**src/rtl/rhs_stim_sequencer.sv**
```systemverilog
// RHS stimulation train sequencer: turns a latched pulse configuration into timed RHS register writes.
// Optional charge-recovery writes after each pulse are enabled by defining RHS_STIM_CHARGE_RECOVERY_EN.
module rhs_stim_sequencer #(
  parameter int CNT_W    = 16,
  parameter int NPULSE_W = 8
) (
  input  logic                rhs_aclk,
  input  logic                areset,
  input  logic                sample_tick,
  input  logic                trigger,
  input  logic                abort,
  input  logic [4:0]          cfg_pos_ch,
  input  logic [4:0]          cfg_neg_ch,
  input  logic                cfg_monopolar,
  input  logic [CNT_W-1:0]    cfg_pulse_width,
  input  logic [CNT_W-1:0]    cfg_ipd,
  input  logic [NPULSE_W-1:0] cfg_num_pulse,
  output logic                cmd_valid,
  input  logic                cmd_ready,
  output logic [7:0]          cmd_addr,
  output logic [15:0]         cmd_data_a,
  output logic [15:0]         cmd_data_b,
  output logic                busy,
  output logic                done,
  output logic [NPULSE_W-1:0] pulse_idx
);

  localparam logic [7:0] ADDR_POL  = 8'd34;
  localparam logic [7:0] ADDR_STIM = 8'd32;
  localparam logic [7:0] ADDR_REC  = 8'd48;

  typedef enum logic [3:0] {
    S_IDLE, S_POL1, S_ON, S_PH1, S_POL2, S_PH2, S_OFF, S_GAP
`ifdef RHS_STIM_CHARGE_RECOVERY_EN
    , S_REC_ON, S_REC_WAIT, S_REC_OFF
`endif
  } state_t;

  state_t              state_q, state_d, gap_state;
  logic [CNT_W-1:0]    cnt_q, cnt_d, width_eff;
  logic [NPULSE_W-1:0] idx_q, idx_d;
  logic                abort_q, abort_d;
  logic                hs, abt;

  logic [4:0]          pos_q, neg_q, pos_s, neg_s;
  logic                mono_q, mono_s;
  logic [CNT_W-1:0]    width_q, ipd_q;
  logic [NPULSE_W-1:0] num_q;
  logic [31:0]         p1, p2, mask;

  logic                cmd_valid_q, cmd_valid_d;
  logic [7:0]          cmd_addr_q, cmd_addr_d;
  logic [31:0]         cmd_data_q, cmd_data_d;
  logic                busy_q, busy_d, done_q, done_d;

  assign cmd_valid  = cmd_valid_q;
  assign cmd_addr   = cmd_addr_q;
  assign cmd_data_a = cmd_data_q[15:0];
  assign cmd_data_b = cmd_data_q[31:16];
  assign busy       = busy_q;
  assign done       = done_q;
  assign pulse_idx  = idx_q;

  always_ff @(posedge rhs_aclk or posedge areset) begin
    if (areset) begin
      state_q     <= S_IDLE;
      cnt_q       <= '0;
      idx_q       <= '0;
      abort_q     <= 1'b0;
      pos_q       <= '0;
      neg_q       <= '0;
      mono_q      <= 1'b0;
      width_q     <= '0;
      ipd_q       <= '0;
      num_q       <= '0;
      cmd_valid_q <= 1'b0;
      cmd_addr_q  <= '0;
      cmd_data_q  <= '0;
      busy_q      <= 1'b0;
      done_q      <= 1'b0;
    end else begin
      state_q     <= state_d;
      cnt_q       <= cnt_d;
      idx_q       <= idx_d;
      abort_q     <= abort_d;
      cmd_valid_q <= cmd_valid_d;
      cmd_addr_q  <= cmd_addr_d;
      cmd_data_q  <= cmd_data_d;
      busy_q      <= busy_d;
      done_q      <= done_d;
      if (state_q == S_IDLE && trigger) begin
        pos_q   <= cfg_pos_ch;
        neg_q   <= cfg_neg_ch;
        mono_q  <= cfg_monopolar;
        width_q <= cfg_pulse_width;
        ipd_q   <= cfg_ipd;
        num_q   <= cfg_num_pulse;
      end
    end
  end

  always_comb begin
    state_d   = state_q;
    cnt_d     = cnt_q;
    idx_d     = idx_q;
    hs        = cmd_valid_q & cmd_ready;
    abt       = abort | abort_q;
    width_eff = (width_q == '0) ? CNT_W'(1) : width_q;
    // End-of-pulse decision shared by OFF and (when compiled) REC_OFF
    if (idx_q == num_q)     gap_state = S_IDLE;
    else if (ipd_q == '0)   gap_state = S_POL1;
    else                    gap_state = S_GAP;

    case (state_q)
      S_IDLE: if (trigger) begin
        state_d = S_POL1;
        idx_d   = '0;
      end
      S_POL1: if (hs) state_d = abt ? S_OFF : S_ON;
      S_ON:   if (hs) state_d = abt ? S_OFF : S_PH1;
      S_PH1: begin
        if (abt)                    state_d = S_OFF;
        else if (cnt_q == '0)       state_d = S_POL2;
        else if (sample_tick)       cnt_d   = cnt_q - CNT_W'(1);
      end
      S_POL2: if (hs) state_d = abt ? S_OFF : S_PH2;
      S_PH2: begin
        if (abt)                    state_d = S_OFF;
        else if (cnt_q == '0)       state_d = S_OFF;
        else if (sample_tick)       cnt_d   = cnt_q - CNT_W'(1);
      end
      S_OFF: if (hs) begin
        if (abt) state_d = S_IDLE;
        else begin
`ifdef RHS_STIM_CHARGE_RECOVERY_EN
          state_d = S_REC_ON;
`else
          state_d = gap_state;
          if (gap_state == S_POL1) idx_d = idx_q + NPULSE_W'(1);
`endif
        end
      end
      S_GAP: begin
        if (abt) state_d = S_OFF;
        else if (cnt_q == '0) begin
          state_d = S_POL1;
          idx_d   = idx_q + NPULSE_W'(1);
        end else if (sample_tick) cnt_d = cnt_q - CNT_W'(1);
      end
`ifdef RHS_STIM_CHARGE_RECOVERY_EN
      S_REC_ON: if (hs) state_d = abt ? S_OFF : S_REC_WAIT;
      S_REC_WAIT: begin
        if (abt)                    state_d = S_OFF;
        else if (cnt_q == '0)       state_d = S_REC_OFF;
        else if (sample_tick)       cnt_d   = cnt_q - CNT_W'(1);
      end
      S_REC_OFF: if (hs) begin
        if (abt) state_d = S_OFF;
        else begin
          state_d = gap_state;
          if (gap_state == S_POL1) idx_d = idx_q + NPULSE_W'(1);
        end
      end
`endif
      default: state_d = S_IDLE;
    endcase

    // Counters load on entry so a tick coinciding with entry is not counted
    if (state_d != state_q) begin
      case (state_d)
        S_PH1, S_PH2: cnt_d = width_eff;
        S_GAP:        cnt_d = ipd_q;
`ifdef RHS_STIM_CHARGE_RECOVERY_EN
        S_REC_WAIT:   cnt_d = CNT_W'(1);
`endif
        default: ;
      endcase
    end

    abort_d = abort_q;
    if (state_d == S_IDLE)                   abort_d = 1'b0;
    else if (state_q != S_IDLE && abort)     abort_d = 1'b1;
  end

  // Outputs are registered from the next state; the config source is the live inputs only on the trigger cycle
  always_comb begin
    pos_s       = (state_q == S_IDLE) ? cfg_pos_ch    : pos_q;
    neg_s       = (state_q == S_IDLE) ? cfg_neg_ch    : neg_q;
    mono_s      = (state_q == S_IDLE) ? cfg_monopolar : mono_q;
    p1          = 32'd1 << pos_s;
    p2          = mono_s ? 32'd0 : (32'd1 << neg_s);
    mask        = p1 | p2;
    cmd_valid_d = 1'b0;
    cmd_addr_d  = cmd_addr_q;
    cmd_data_d  = cmd_data_q;
    case (state_d)
      S_POL1: begin cmd_valid_d = 1'b1; cmd_addr_d = ADDR_POL;  cmd_data_d = p1;    end
      S_ON:   begin cmd_valid_d = 1'b1; cmd_addr_d = ADDR_STIM; cmd_data_d = mask;  end
      S_POL2: begin cmd_valid_d = 1'b1; cmd_addr_d = ADDR_POL;  cmd_data_d = p2;    end
      S_OFF:  begin cmd_valid_d = 1'b1; cmd_addr_d = ADDR_STIM; cmd_data_d = '0;    end
`ifdef RHS_STIM_CHARGE_RECOVERY_EN
      S_REC_ON:  begin cmd_valid_d = 1'b1; cmd_addr_d = ADDR_REC; cmd_data_d = mask; end
      S_REC_OFF: begin cmd_valid_d = 1'b1; cmd_addr_d = ADDR_REC; cmd_data_d = '0;   end
`endif
      default: ;
    endcase
    busy_d = (state_d != S_IDLE);
    done_d = (state_q != S_IDLE) && (state_d == S_IDLE);
  end

endmodule

```
**config.mk**
```make
export PLATFORM = sky130hd
export DESIGN_NAME = rhs_stim_sequencer
export DESIGN_NICKNAME = d
export VERILOG_FILES = /design/src/rtl/rhs_stim_sequencer.sv
export SDC_FILE = /design/constraint.sdc
export NUM_CORES = 1
export LEC_CHECK = 0
export BUFFER_PORTS_ARGS = -buffer_cell sky130_fd_sc_hd__buf_2
export CORE_MARGIN = 5
export CORE_UTILIZATION = 60
export CTS_BUF_LIST = sky130_fd_sc_hd__clkbuf_8
export CTS_CLUSTER_SIZE = 8
export DETAILED_ROUTE_END_ITERATION = 16
export PLACE_DENSITY = 0.89
export SYNTH_ARGS = -nofsm -noshare
export SYNTH_HDL_FRONTEND = slang
export SYNTH_SLANG_ARGS = --single-unit
export TNS_END_PERCENT = 50
```
**constraint.sdc**
```tcl
create_clock -name rhs_aclk -period 5.93 [get_ports rhs_aclk]
set_input_delay 1.779 -clock rhs_aclk [delete_from_list [all_inputs] [get_ports rhs_aclk]]
set_output_delay 1.779 -clock rhs_aclk [all_outputs]
set_load 0.05 [all_outputs]
```
# After elaboration in Yosys (flattened, before gate mapping)
# Index checks and enable logic that the tools add are counted.
[word_totals] register_bits=123 output_inout_bits=51 word_cells=106
[classes] add_sub_neg=2 n_eq_ne=23 n_shift=2 n_mux=41 n_bitwise=3 n_reduce_logical=20
[ops] operator="case mux 32 bit (4 select lines)" n=1
[ops] operator="two-way mux 16 bit" n=6
[ops] operator="<< shifter 1 x 5 -> 32 bit, first input constant" n=2
[ops] operator="zero test 16 bit" n=3
[ops] operator="two-way mux 4 bit" n=12
[ops] operator="two-way mux 8 bit" n=6
[ops] operator="equality test 4 x 3 -> 1 bit, second input constant" n=8
[ops] operator="two-way mux 32 bit" n=1
[ops] operator="bitwise OR 32 bit" n=1
[ops] operator="case mux 16 bit (2 select lines)" n=1
[ops] operator="case mux 4 bit (8 select lines)" n=1
[ops] operator="case mux 8 bit (3 select lines)" n=1
[ops] operator="equality test 4 x 2 -> 1 bit, second input constant" n=4
[ops] operator="case mux 8 bit (2 select lines)" n=1
[ops] operator="subtractor 16 x 1 -> 16 bit, second input constant" n=1
[ops] operator="equality test 4 x 1 -> 1 bit, second input constant" n=3
[ops] operator="two-way mux 3 bit" n=4
[ops] operator="!= test 2 bit, second input constant" n=6
[ops] operator="nonzero test 4 bit" n=3
[ops] operator="two-way mux 5 bit" n=2
[ops] operator="adder 8 x 1 -> 8 bit, second input constant" n=1
[ops] operator="equality test 8 bit" n=1
[ops] operator="zero test 4 bit" n=2
[ops] operator="AND reduction 7 bit" n=1
[ops] operator="11 further kinds" n=19

# Logic depth before layout (Yosys ltp)
[depth] ltp_word=10 mapped_depth=11

# Worst setup path before layout
# No wires, ideal clock.
[synth_path] path_kind="input-to-reg" startpoint="input port abort" endpoint="register cmd_data_q[10]" setup_ns=0.121 arrival_ns=3.710 required_time_ns=5.809 slack_ns=2.099 cell_stages=9 path_buffers=2 path_cell_list="or2_1 clkbuf_1 a21oi_1 nor2_1 a211o_1 nor4_4 clkbuf_1 a21oi_1 o22a_1"
[synth_via] elab_chain_cells=6 word_cells_on_any_way=19
[synth_lines] item="start, declared" line="11" text="input logic abort,"
[synth_lines] item="bitwise OR 1 bit (*)" line="107" text="abt = abort | abort_q;"
[synth_lines] item="two-way mux 4 bit (tied with other cells)" line="133" text="if (abt) state_d = S_IDLE;"
[synth_lines] item="two-way mux 4 bit, on equally long branches"
[synth_lines] item="case mux 4 bit (8 select lines) (*)" line="114" text="case (state_q)"
[synth_lines] item="equality test 4 x 3 -> 1 bit (tied with other cells)" line="196" text="case (state_d)"
[synth_lines] item="case mux 32 bit (4 select lines) / nonzero test 4 bit (equally long branches)"
[synth_lines] item="end signal, assigned" line="88" text="cmd_data_q <= cmd_data_d;"
[synth_lines] item="end, declared" line="53" text="logic [31:0] cmd_data_q, cmd_data_d;"
# Every way passes the cells marked *; elsewhere a longest branch is shown, timed or not.
# A chain may end at the register's enable or synchronous reset.

# Worst setup path in the final report
[layout_path] startpoint="input port abort" endpoint="register cnt_q[8]"
[layout_via] elab_chain_cells=8 word_cells_on_any_way=22
[layout_lines] item="bitwise OR 1 bit (*)" line="107"
[layout_lines] item="two-way mux 4 bit (tied with other cells)" line="133"
[layout_lines] item="two-way mux 4 bit, on equally long branches"
[layout_lines] item="case mux 4 bit (8 select lines)" line="114"
[layout_lines] item="equality test 4 x 2 -> 1 bit / equality test 4 x 3 -> 1 bit (equally long branches)" line="170" text="case (state_d)"
[layout_lines] item="OR reduction 2 bit" line="170"
[layout_lines] item="case mux 16 bit (2 select lines)" line="170"
[layout_lines] item="two-way mux 16 bit (*)" line="169" text="if (state_d != state_q) begin"
[layout_lines] item="via cnt_d[8]" line="40" text="logic [CNT_W-1:0] cnt_q, cnt_d, width_eff;"
[layout_lines] item="end signal, assigned" line="83" text="cnt_q <= cnt_d;"
[layout_lines] item="end, declared" line="40"
# Mark *: on every way through the listed nets, which the timed path passes. The rest lies on a longest branch.

==> impl_metrics.yaml <==
outcome:
  outcome: "completed"
synth:
  synthArstFlopShare: 1.00
  synth_fa_ha_area_frac: 0.00478
  syn_inst: 887
  yosys.area_share.simple: 0.289
  synth.most_common_cell: "nand2_1"
  synth_top_family_by_area: "simple AND/OR/NAND/NOR gates"
  synth_flop_cell: "dfrtp_1"
  ys_top_cells_by_area: "dfrtp_1 40%, nand2_1 13%, a221oi_1 3.5%"
  muxShareOfSynthArea: 0.0422
  synth_top_area_cell: "dfrtp_1"
  yosys-top-cells-count: "263 x nand2_1, 117 x dfrtp_1, 46 x clkbuf_1, 40 x nand3_1, 39 x a21oi_1"
  synthDistinctLibCells: 66
  ys_seq_area_frac: 0.400
  synth_edf_count: 0
  ys_ff_latch: 117
  yosys.area.top_type_share: 0.400
  syn-cell-area_mm2: 0.00733
  synth_xor_area_frac: 0.0335
  syn_avg_cell_area_um2: 8.26
  yosysWarnings: 0
  synth_compound_area_frac: 0.178
power_and_ir_drop:
  total_power_mw: 4.00
  irDropWorstVdd_uv: 345
  power_density_mw_per_mm2: 489
  p_leak_nw: 3.79
place:
  place_hpwl_um: 13200
  portBuffers: 101
  routabilityCongestion: 0.960
critical_path:
  critical_path_class: "primary input to register"
  end_kind: "register"
  reg2reg_from: "state_q[1]"
  worstPathArrival_ns: 4.35
  cp.required_ns: 6.30
  reg2reg_slack_ns: 2.31
  start_kind: "primary input"
  reg2reg_depth: 8
  reg2reg_to: "cmd_data_q[6]"
  path_max_fanout: 26
sta:
  min_period_ns: 3.97
  setup_tns_ns: 0
  maxSlewViolCount: 0
  finalCritPeriodShare: 0.670
  final.setup_skew_ns: 0.0134
  hold_viol: 0
  worst_pin_slew_ns: 0.988
  whs_ns: 0.481
  setup_viol: 0
  fmaxAchievable_mhz: 252
  rsz0062_at_grt: "false"
  slew_headroom: 0.322
clock_tree:
  cts-root-buf: "clkbuf_8"
  cts-resized-gates: 0
  hold_buffers: 0
  cts_tree: "built"
  clock_latency_ns: 0.47
  post_cts_buffers: 0
  htree_levels: 4
  cts.sinks: 117
  cts.path.max_buffers: 2
  cts_made_buffers: 17
  clk_pin_slew_ns: 0.08
final_layout:
  area_growth_pct: 11.8
  n_antenna_cell: 0
  drive_gt1_frac: 0.185
  final_nets: 1007
route:
  vias: 7107
  detail_route.wl_per_cell_um: 17.8
  drtIter0Drc: 1007
  final_antenna_net_count: 0
  via_per_inst: 6.41
  post-route-drc-count: 0
  firstDrtPassIters: 6
  wl_um: 19800
die:
  die_h_um: 120
  num_rows: 40
  ios: 108
  die_x_um: 120
  initial_utilization: 0.610
  dieArea_mm2: 0.0145
  core_mm2: 0.0120
worst_hold_path:
  min_to: "cmd_addr[5]"
  hold_depth: 1
  min_path_type: "register to register"
  hp-start: "cmd_addr[5]"
global_route:
  grt_pass1_wl_um: 32700
  grt_max_degree: 67
  antenna_found_initial: 0
  grt-ovfl-total: 0
  grt_pass1_vias: 6649
  gr-usage-all-layers: 0.278
run:
  maxCapViolCount: 0
cell type report:
cell class / count / area (µm²)
multi-input combinational: 686 / 4050
inverter: 13 / 51.3
fill: 971 / 3820
tap: 147 / 184
clock buffer: 17 / 234
sequential: 117 / 2930
timing repair buffer: 113 / 596
clock inverter: 15 / 145
critical path: stages:
cell and delay, ns:
buf_2 0.12, or2_1 0.29, a21oi_1 0.15, nor2_1 0.07
a211o_1 0.40, nor4_4 0.66, buf_4 0.43, a311oi_2 0.06
buf_4 0.22, o22ai_1 0.15
report_power, final:
group	switching, mW	internal, mW	total [mW]
clock	0.380	0.341	0.721
combinational	1.25	0.631	1.88
sequential	0.299	1.10	1.40
cells in the final DEF (no fill, tap or decap), types with 7 or more instances in the layout:
master and n:
xnor2_1 19, xor2_1 8, nor2_1 26, mux2_2 15
nand2b_1 15, nor3b_1 9, o22ai_1 16, nand3b_1 12
o211ai_1 7, nand3_1 40, inv_6 7, conb_1 7
buf_4 12, a32oi_1 17, nor4bb_1 7, inv_1 10
a21oi_1 39, o22a_1 29, mux2i_1 14, nor4b_1 8
nor3_1 13, nand2_1 263, o21ai_0 13, buf_2 101
nor4_1 11, clkbuf_8 17, a221oi_1 29, dfrtp_1 117
how the worst max path moves through the flow:
stage | start | endpoint | depth (start not counted)
floorplan | areset | abort_q | 1
global placement | abort | cnt_q[14] | 10
detailed placement | abort | cnt_q[1] | 10
CTS | abort | cnt_q[8] | 10
global route | abort | cnt_q[1] | 10
finish | abort | cnt_q[8] | 10
through the flow:
stage	instance area, µm²	setup slack [ns]	utilization	instances
2_1_floorplan	7350	1.05	-	893
3_3_place_gp	7810	1.66	0.650	1076
3_5_place_dp	7810	1.58	0.650	1076
4_1_cts	8190	2.03	0.682	1108
5_1_grt	8190	1.80	0.682	1108
6_report	8190	1.96	0.682	1108
routing by layer:
metal,part of all wire,GRT usage,vias up
li1,-,-,3281
met1,0.42,0.394,3366
met2,0.45,0.406,413
met3,0.11,0.0730,47
met4,0.020,0.114,0
met5,0,0,-
registers in the layout, summed over array words and instances (netlist names), 5 cells and up:
name and count:
cmd_data_q 32, cnt_q 16, ipd_q 16, neg_q 5, num_q 8, pos_q 5
pulse_idx 8, width_q 16
kinds of logic (layout without fill, tap and decap cells):
family / count (synthesis) / count (layout)
AO/OA/AOI/OAI: 176 / 176
XOR/XNOR: 28 / 28
adder cells (fa/ha/maj): 3 / 3
buffers and inverters: 90 / 158
flip-flops: 117 / 117
multiplexers: 29 / 29
other: 1 / 7
AND/OR/NAND/NOR: 443 / 443
No activity file was read; power rests on OpenSTA's default activity.
